$ cat src/rtl/floo_pkg.sv
// rtl/floo_pkg.sv - shared arbiter state type and index helper for floo router output stages
//
// Contents:
//   arb_state_e : output-link ownership state (Idle = free, Locked = held by a packet)
//   wrap_idx    : folds an index in [0, 2n) back into [0, n)

package floo_pkg;

  typedef enum logic {
    Idle   = 1'b0,
    Locked = 1'b1
  } arb_state_e;

  // Callers only ever add less than n to an index already below n, so a
  // single conditional subtract replaces a full modulo.
  function automatic int wrap_idx(input int v, input int n);
    return (v >= n) ? (v - n) : v;
  endfunction

endpackage

$ cat src/rtl/floo_rr_pick.sv
// rtl/floo_rr_pick.sv - round-robin search for the first set request at or after a start index
//
// Parameters:
//   NumInputs : number of request lines
//   IdxWidth  : width of start/winner indices
// Ports:
//   req_i    in  [NumInputs]  request vector
//   start_i  in  [IdxWidth]   highest-priority index, must be < NumInputs
//   winner_o out [IdxWidth]   first requester found searching upward with wrap, 0 if none
//   any_o    out 1            at least one request set

module floo_rr_pick
  import floo_pkg::*;
#(
  parameter int unsigned NumInputs = 4,
  parameter int unsigned IdxWidth  = $clog2(NumInputs)
) (
  input  logic [NumInputs-1:0] req_i,
  input  logic [IdxWidth-1:0]  start_i,
  output logic [IdxWidth-1:0]  winner_o,
  output logic                 any_o
);

  logic [IdxWidth-1:0] idx;

  // Walk the offsets from farthest to nearest so the last hit written is the
  // closest one to start_i; this avoids a break/found flag in the loop.
  always_comb begin
    winner_o = '0;
    idx      = '0;
    for (int i = NumInputs - 1; i >= 0; i--) begin
      idx = IdxWidth'(wrap_idx(int'(start_i) + i, int'(NumInputs)));
      if (req_i[idx]) begin
        winner_o = idx;
      end
    end
  end

  assign any_o = |req_i;

endmodule

$ cat src/rtl/floo_wormhole_arbiter.sv
// rtl/floo_wormhole_arbiter.sv - wormhole round-robin arbiter granting one output link per packet
//
// Parameters:
//   NumInputs : requesters sharing the link (2..16)
//   flit_t    : flit type, passed through unmodified
//   IdxWidth  : width of grant index
// Ports:
//   clk_i        in  1               clock, rising edge
//   rst_ni       in  1               asynchronous active-low reset
//   valid_i      in  [NumInputs]     per-requester flit valid
//   ready_o      out [NumInputs]     per-requester flit accepted
//   data_i       in  [NumInputs]     per-requester flit
//   last_i       in  [NumInputs]     flit closes its packet
//   valid_o      out 1               output link valid
//   ready_i      in  1               output link ready
//   data_o       out flit_t          granted flit
//   last_o       out 1               last flag of granted flit
//   grant_idx_o  out [IdxWidth]      granted requester, 0 when none
//   locked_o     out 1               a packet currently holds the link

module floo_wormhole_arbiter
  import floo_pkg::*;
#(
  parameter int unsigned NumInputs = 4,
  parameter type         flit_t    = logic,
  parameter int unsigned IdxWidth  = $clog2(NumInputs)
) (
  input  logic                  clk_i,
  input  logic                  rst_ni,
  input  logic [NumInputs-1:0]  valid_i,
  output logic [NumInputs-1:0]  ready_o,
  input  flit_t [NumInputs-1:0] data_i,
  input  logic [NumInputs-1:0]  last_i,
  output logic                  valid_o,
  input  logic                  ready_i,
  output flit_t                 data_o,
  output logic                  last_o,
  output logic [IdxWidth-1:0]   grant_idx_o,
  output logic                  locked_o
);

  arb_state_e          state_q;
  logic [IdxWidth-1:0] lock_q;
  logic [IdxWidth-1:0] prio_q;

  logic [IdxWidth-1:0] winner;
  logic                any_valid;
  logic [IdxWidth-1:0] sel;
  logic [IdxWidth-1:0] prio_next;
  logic                pkt_done;

  floo_rr_pick #(
    .NumInputs (NumInputs),
    .IdxWidth  (IdxWidth)
  ) i_rr_pick (
    .req_i    (valid_i),
    .start_i  (prio_q),
    .winner_o (winner),
    .any_o    (any_valid)
  );

  // While locked, only the owner is looked at; other valids are invisible.
  // valid_o depends on valid_i and state only, never on ready_i.
  assign sel         = (state_q == Locked) ? lock_q : winner;
  assign valid_o     = (state_q == Locked) ? valid_i[lock_q] : any_valid;
  assign data_o      = data_i[sel];
  assign last_o      = last_i[sel];
  assign grant_idx_o = sel;
  assign locked_o    = (state_q == Locked);

  always_comb begin
    ready_o = '0;
    if (state_q == Locked || any_valid) begin
      ready_o[sel] = ready_i;
    end
  end

  assign pkt_done  = valid_o && ready_i && last_o;
  assign prio_next = IdxWidth'(wrap_idx(int'(sel) + 1, int'(NumInputs)));

  // A stalled or multi-flit grant in Idle moves straight to Locked so the
  // winner cannot be displaced by a request appearing ahead of it.
  always_ff @(posedge clk_i or negedge rst_ni) begin
    if (!rst_ni) begin
      state_q <= Idle;
      lock_q  <= '0;
      prio_q  <= '0;
    end else begin
      case (state_q)
        Idle: begin
          if (any_valid) begin
            if (pkt_done) begin
              prio_q <= prio_next;
            end else begin
              state_q <= Locked;
              lock_q  <= winner;
            end
          end
        end
        Locked: begin
          if (pkt_done) begin
            state_q <= Idle;
            prio_q  <= prio_next;
          end
        end
      endcase
    end
  end

endmodule

$ cat config.mk
export PLATFORM = sky130hd
export DESIGN_NAME = floo_wormhole_arbiter
export DESIGN_NICKNAME = d
export VERILOG_FILES = /design/src/rtl/floo_pkg.sv /design/src/rtl/floo_rr_pick.sv /design/src/rtl/floo_wormhole_arbiter.sv
export SDC_FILE = /design/constraint.sdc
export NUM_CORES = 1
export LEC_CHECK = 0
export ABC_AREA = 1
export CAP_MARGIN = 5
export CORE_ASPECT_RATIO = 1.1
export CORE_MARGIN = 5
export CORE_UTILIZATION = 45
export DETAILED_ROUTE_END_ITERATION = 6
export HOLD_SLACK_MARGIN = 0.08
export PLACE_DENSITY_LB_ADDON = 0.12
export SYNTH_ARGS = -nofsm -noshare
export SYNTH_HDL_FRONTEND = slang
export SYNTH_SLANG_ARGS = --single-unit
$ cat constraint.sdc
create_clock -name clk_i -period 2.1 [get_ports clk_i]
set_input_delay 0.21 -clock clk_i [delete_from_list [all_inputs] [get_ports clk_i]]
set_output_delay 0.21 -clock clk_i [all_outputs]
set_load 0.01 [all_outputs]
# Word-level counts from Yosys, hierarchy flattened
# Cells that the tools add are included.
dict set report word_totals {
  wordCells 68
  in_bits 15
  reg_bits 5
}
dict set report classes {
  order_cmp 12
  n_addsub 9
  n_eq_ne 1
  n_mux 34
  n_reduce_logical 6
  bitwise 3
}
# cell n
set op_table {}
lappend op_table {{2-to-1 mux 2 bit} 12}
lappend op_table {{less-than comparator 2 x 3 -> 1 bit (second input constant)} 6}
lappend op_table {{binary-select mux 1 bit (select 2 bit)} 7}
lappend op_table {{greater-or-equal comparator 3 bit (second input constant)} 4}
lappend op_table {{2-to-1 mux 1 bit} 11}
lappend op_table {{subtractor 2 x 1 -> 2 bit (second input constant)} 5}
lappend op_table {{adder 2 x 1 -> 3 bit (second input constant)} 2}
lappend op_table {{adder 2 x 2 -> 3 bit (second input constant)} 2}
lappend op_table {{AND 4 bit} 1}
lappend op_table {{2-to-1 mux 4 bit} 1}
lappend op_table {{one-hot mux 2 bit (2 select lines)} 1}
lappend op_table {{OR reduction 4 bit} 1}
lappend op_table {{greater-or-equal comparator 2 x 3 -> 1 bit (second input constant)} 1}
lappend op_table {{logical AND 1 bit} 3}
lappend op_table {{AND reduction 3 bit} 1}
lappend op_table {{demux 1 bit (select 2 bit)} 1}
lappend op_table {{greater-or-equal comparator 2 x 1 -> 1 bit (second input constant)} 1}
lappend op_table {{!= test 2 bit (second input constant)} 1}
lappend op_table {{inverter 1 bit} 2}
lappend op_table {{one-hot mux 1 bit (2 select lines)} 1}
lappend op_table {{logical OR 1 bit} 1}

# Depth between registers and ports, before layout
dict set report depth {
  word_depth 16
  ltp_mapped 17
}

# Cells and area by module
# A second synthesis with hierarchy kept.
dict set report unflattened {
  cells_unflattened 124
  area_unflattened_um2 693.2
}
# mod area_per_inst_um2 cells_each instances seq_area_each_um2
set by_module_without_submodules {}
lappend by_module_without_submodules {floo_wormhole_arbiter 504.2 78 1 125.1}
lappend by_module_without_submodules {floo_rr_pick 188.9 46 1 0.0}

# Worst setup path before layout
# Ideal clock, no wire load.
dict set report synth_path {
  kind {reg-to-output}
  from {register prio_q[0]}
  to {output ready_o[0]}
  stages_incl_launch_ff 15
  n_path_buf 1
  arrival_ns 1.574
  required_time_ns 1.890
  slack_ns 0.316
  cell_sequence {dfrtp_1 > buf_6 > inv_8 > nand2_2 > nand3_1 > nand2_1 > nand2_2 > nand2_2 > nand2_4 > nand3_4 > nand2_4 > inv_1 > ha_1 > nand3_1 > inv_1}
}
dict set report synth_via {
  elab_chain_len 16
  word_cells_on_any_way 35
  classes_between {7 x add/sub; 6 x order compare; 20 x mux; 1 x bitwise; 1 x reduce/logical}
}
# item line_no
set synth_lines {}
lappend synth_lines {{from (decl)} floo_wormhole_arbiter.sv:44} ;# logic [IdxWidth-1:0] prio_q;
lappend synth_lines {{from (signal assigned)} floo_wormhole_arbiter.sv:93} ;# prio_q <= prio_next;
lappend synth_lines {{from (signal assigned)} floo_wormhole_arbiter.sv:103} ;# prio_q <= prio_next;
lappend synth_lines {{adder 2 x 2 -> 3 bit} floo_rr_pick.sv:32} ;# idx = IdxWidth'(wrap_idx(int'(start_i) + i, int'(NumInputs)));
lappend synth_lines {{greater-or-equal comparator 3 bit or subtractor 2 x 1 -> 2 bit (tied branches)} floo_pkg.sv:17} ;# return (v >= n) ? (v - n) : v;
lappend synth_lines {{2-to-1 mux 2 bit} floo_pkg.sv:17}
lappend synth_lines {{binary-select mux 1 bit (select 2 bit)} floo_rr_pick.sv:33} ;# if (req_i[idx]) begin
lappend synth_lines {{2-to-1 mux 1 bit (implied by the code)} floo_rr_pick.sv:33}
lappend synth_lines {{2-to-1 mux 2 bit (3 in a row)} floo_rr_pick.sv:33}
lappend synth_lines {{2-to-1 mux 2 bit *} floo_rr_pick.sv:33}
lappend synth_lines {{2-to-1 mux 2 bit *} floo_wormhole_arbiter.sv:64} ;# assign sel = (state_q == Locked) ? lock_q : winner;
lappend synth_lines {{named net grant_idx_o[0]} floo_wormhole_arbiter.sv:38} ;# output logic [IdxWidth-1:0] grant_idx_o,
lappend synth_lines {{less-than comparator 2 x 3 -> 1 bit (implied by the code) or greater-or-equal comparator 2 x 1 -> 1 bit (tied branches)} floo_wormhole_arbiter.sv:74} ;# ready_o[sel] = ready_i;
lappend synth_lines {{logical AND 1 bit (implied by the code)} floo_wormhole_arbiter.sv:74}
lappend synth_lines {{2-to-1 mux 1 bit (implied by the code)} floo_wormhole_arbiter.sv:74}
lappend synth_lines {{demux 1 bit (select 2 bit) *} floo_wormhole_arbiter.sv:74}
lappend synth_lines {{AND 4 bit (no line) *} --}
lappend synth_lines {{2-to-1 mux 4 bit *} floo_wormhole_arbiter.sv:73} ;# if (state_q == Locked || any_valid) begin
lappend synth_lines {{to (decl)} floo_wormhole_arbiter.sv:31} ;# output logic [NumInputs-1:0] ready_o,
# The timed path passes the listed nets; every way through them passes the cells marked *. The select of a mux whose other input is x is not followed.

# Worst setup path in the final report
dict set report layout_path {
  from {register prio_q[0]}
  to {output data_o}
}
dict set report layout_via {
  elab_chain_len 12
  word_cells_on_any_way 30
  classes_between {7 x add/sub; 4 x order compare; 19 x mux}
}
# item line_no
set layout_lines {}
lappend layout_lines {{adder 2 x 2 -> 3 bit} floo_rr_pick.sv:32}
lappend layout_lines {{greater-or-equal comparator 3 bit or subtractor 2 x 1 -> 2 bit (tied branches)} floo_pkg.sv:17}
lappend layout_lines {{2-to-1 mux 2 bit} floo_pkg.sv:17}
lappend layout_lines {{binary-select mux 1 bit (select 2 bit)} floo_rr_pick.sv:33}
lappend layout_lines {{2-to-1 mux 1 bit (implied by the code)} floo_rr_pick.sv:33}
lappend layout_lines {{2-to-1 mux 2 bit (3 in a row)} floo_rr_pick.sv:33}
lappend layout_lines {{2-to-1 mux 2 bit *} floo_rr_pick.sv:33}
lappend layout_lines {{2-to-1 mux 2 bit *} floo_wormhole_arbiter.sv:64}
lappend layout_lines {{binary-select mux 1 bit (select 2 bit) *} floo_wormhole_arbiter.sv:66} ;# assign data_o = data_i[sel];
lappend layout_lines {{2-to-1 mux 1 bit (implied by the code) *} floo_wormhole_arbiter.sv:66}
lappend layout_lines {{to (decl)} floo_wormhole_arbiter.sv:36} ;# output flit_t data_o,
# Every way passes the cells marked *; elsewhere a longest branch is shown, timed or not. The select of a mux whose other input is x is not followed.

==> flow_summary_export.csv <==
group,metric,value,unit
routing,dr.first_iter.drc_count,28,
logic_synthesis,postSynthCellCount,124,
timing,rsz0062_at_grt,"true",
worst_setup_path,critPathMaxFanout,7,
layout,fillers,93,
die,ios,25,
die,die_area,2610,sq um
flow_run,maxCapViolCount,0,
timing,period_share,111,%
cts,cts.sinks,5,
layout,layout_common_cells,"34 x nand2_1, 18 x buf_4, 16 x nand2_2, 15 x inv_1, 15 x clkdlybuf4s50_1",
die,die_w,49.2,um
layout,final_common_cell,"nand2_1",
timing,drv_slew,0,
cts,cts_tree,"done",
worst_setup_path,worstSetupPathType,"register to primary output",
routing,drtAntennaViolNets,0,
placed_design,dp_hpwl,1900,um
routing,vias,1024,
pwr,combPwrFrac,85.3,%
logic_synthesis,synth-simple-area-share,53.7,%
logic_synthesis,ys_types,22,
grt,track_usage,22.6,%
logic_synthesis,yosysWarnings,0,
worst_setup_path,slowest_stage,"dfrtp_2",
worst_setup_path,r2r-end,"lock_q[0]",
logic_synthesis,synth_fp_nets,143,
timing,final_hold_viol_count,0,
grt,antenna_found_initial,0,
logic_synthesis,ys_ff_latch,5,
pwr,p_clk_share,4.5,%
placed_design,port_buffers,24,
layout,diodes,0,
timing,relSlewSlack,79.4,%
cts,cts_buffers,3,
pwr,p_int,1.24,mW
run_status,status,"finished, violations left",
timing,fin_skew,2.27,ps
worst_setup_path,critPathTopFamily,"simple AND/OR/NAND/NOR gates",
die,row_count,15,
logic_synthesis,synth_xor_area_share,0,%
layout,layout-drive-gt1-share,46.3,%
timing,worst_slack,-235,ps
worst_setup_path,arrival,2130,ps
worst_setup_path,cp-end-kind,"primary output",
pwr,peakVddDrop,0.00131,V
timing,fmax,428,MHz
timing,finalSetupViolCount,8,
cts,htreeDepth,1,
layout,syn2layout_area_growth,78.4,%
routing,wl_per_cell,14.4,um
worst_setup_path,worstReg2RegStart,"prio_q[0]",
layout,nets,197,
logic_synthesis,synthMuxAreaShare,0,%
run_status,violations,"negative setup slack",
layout,design_area,1360,sq um
pwr,leakagePower,0.718,nW
cts,hold_buffers,0,
logic_synthesis,syn_area,759,sq um
logic_synthesis,syn_avg_cell_area,6.12,sq um
worst_setup_path,crit_chain,"buf_6 > nand2_1 > nand2_1 > nand2_1 > nand2_2 > nand2_2 > nand2_2 > nand2_4 > nand3_4 > nand2_8 > buf_6 > o21ai_1 > o22ai_1 > buf_2",
die,fp.dieH,53.1,um
worst_setup_path,cp.required,1890,ps
worst_hold_path,holdCritPathClass,"input pin to asynchronous set/reset pin",
routing,first_pass_iters,4,
die,start_util,47.6,%
worst_setup_path,cp-start-kind,"register",
logic_synthesis,ys_seq_area_share,16.5,%
worst_setup_path,cp_num_buf_inv,3,
pwr,power.density,1840,nW/um^2
logic_synthesis,synth_top_family_by_area,"simple AND/OR/NAND/NOR gates",
grt,grt_max_degree,11,
pwr,p_switching,1.25,mW
cts,clockBufferDepth,2,
routing,via_per_inst,5.28,
cts,clkLatencyLatePin,240,ps
worst_setup_path,r2r_cells,17,
worst_setup_path,cpPeakStageDelay,500,ps
grt,grt_pass1_wl,4510,um
pwr,pwr-share-seq,10.2,%
cts,ctsRootBufferMaster,"clkbuf_4",
routing,drt_wl_total,2800,um
grt,grt_pass1_vias,1063,
pwr,switching_share,50.2,%
worst_setup_path,reg2reg_slack,-50,ps
logic_synthesis,synth_compound_area_share,10.4,%
timing,fin_crit,2340,ps
pwr,power,2.49,mW
placed_design,place_area,1160,sq um
placed_design,gp_congestion,0.956,
timing,worstMarginPinSlew,309,ps
grt,overflow,0,
die,coreArea,1600,sq um
logic_synthesis,synth-adder-area-share,6.59,%
routing,drc,0,
cts,clkTransAtPathRegs,40,ps
==> final cells by class <==
class | count | area (sq um) | share of cell area, %
Clock buffer | 4 | 26.3 | 1.94
Inverter | 20 | 87.6 | 6.46
Multi-Input combinational cell | 97 | 637 | 47.0
Sequential cell | 5 | 128 | 9.42
Tap cell | 17 | 21.3 | 1.57
Timing Repair Buffer | 50 | 449 | 33.1
Timing Repair inverter | 1 | 6.26 | 0.462
==> stage by stage <==
step / utilization [%] / hold slack, ps / setup WS, ps / TNS, ps / instances
after global routing: 84.9 / 195 / -383 / -2510 / 194
after floorplan: - / -85.6 / 316 / 0 / 124
after global placement: 72.5 / 439 / -496 / -3930 / 183
final: 84.9 / 198 / -235 / -1290 / 194
after CTS: 80.7 / 195 / -213 / -1330 / 195
after detailed placement: 72.5 / 457 / -512 / -4120 / 183
==> what timing repair did <==
item	in CTS	in global routing
pin swaps	18	14
gates cloned	0	1
endpoints found under the setup margin	12	13
gates resized for setup	58	22
setup buffers	9	0
==> power by group through the flow <==
stage          registers, mW  clock network, mW  logic [mW]
2_1_floorplan          0.188                  0        1.01
3_3_place_gp           0.239                  0        1.63
3_5_place_dp           0.238                  0        1.66
4_1_cts                0.236              0.116        1.90
5_1_grt                0.262              0.131        2.30
6_report               0.253              0.113        2.13
==> sequential cells by signal, indices dropped and copies added, names as in the netlist <==
signal    count
lock_q        2
locked_o      1
prio_q        2
==> per-layer routing <==
| layer | global-route usage, % | part of all wire, % | vias to the layer above |
|---|---|---|---|
| met5 | 0 | 0 | - |
| met4 | 12.6 | 2.8 | 0 |
| met3 | 6.76 | 6.0 | 10 |
| met2 | 43.8 | 54 | 44 |
| met1 | 20.9 | 37 | 471 |
| li1 | - | - | 499 |
==> cells in the mapped netlist <==
master	instances	share of area [%]
nand3_2	4	5.3
nor2_1	6	3.0
ha_1	4	6.6
clkbuf_1	1	0.49
buf_6	1	1.5
nand3_4	2	4.6
o21ai_1	4	2.6
nand2_1	44	22
o21ai_0	3	2.0
inv_2	1	0.49
nand3_1	12	7.9
nand2_4	2	3.0
a21oi_1	3	2.0
o22ai_1	1	0.82
nand2_2	7	5.8
o21ai_4	1	2.1
dfrtp_1	5	16
and2_1	2	1.6
inv_8	1	1.5
a31oi_1	1	0.82
inv_1	18	8.9
nand4_1	1	0.82
==> cells by family after synthesis <==
group | count (synthesis)
compound gates | 13
fa+ha+maj | 4
buf+inv | 22
flops | 5
simple gates | 80
==> how the worst max path moves through the flow <==
stage                 endpoint  slack (ps)       start  cells past startpoint
floorplan           ready_o[0]         320   prio_q[0]                     14
finish                  data_o        -240   prio_q[0]                     14
detailed placement  ready_o[2]        -510  valid_i[3]                     14
global placement    ready_o[1]        -500  valid_i[3]                     14
CTS                 ready_o[1]        -210   prio_q[0]                     14
global route            data_o        -380   prio_q[0]                     14
No activity file was read; power rests on OpenSTA's default activity.
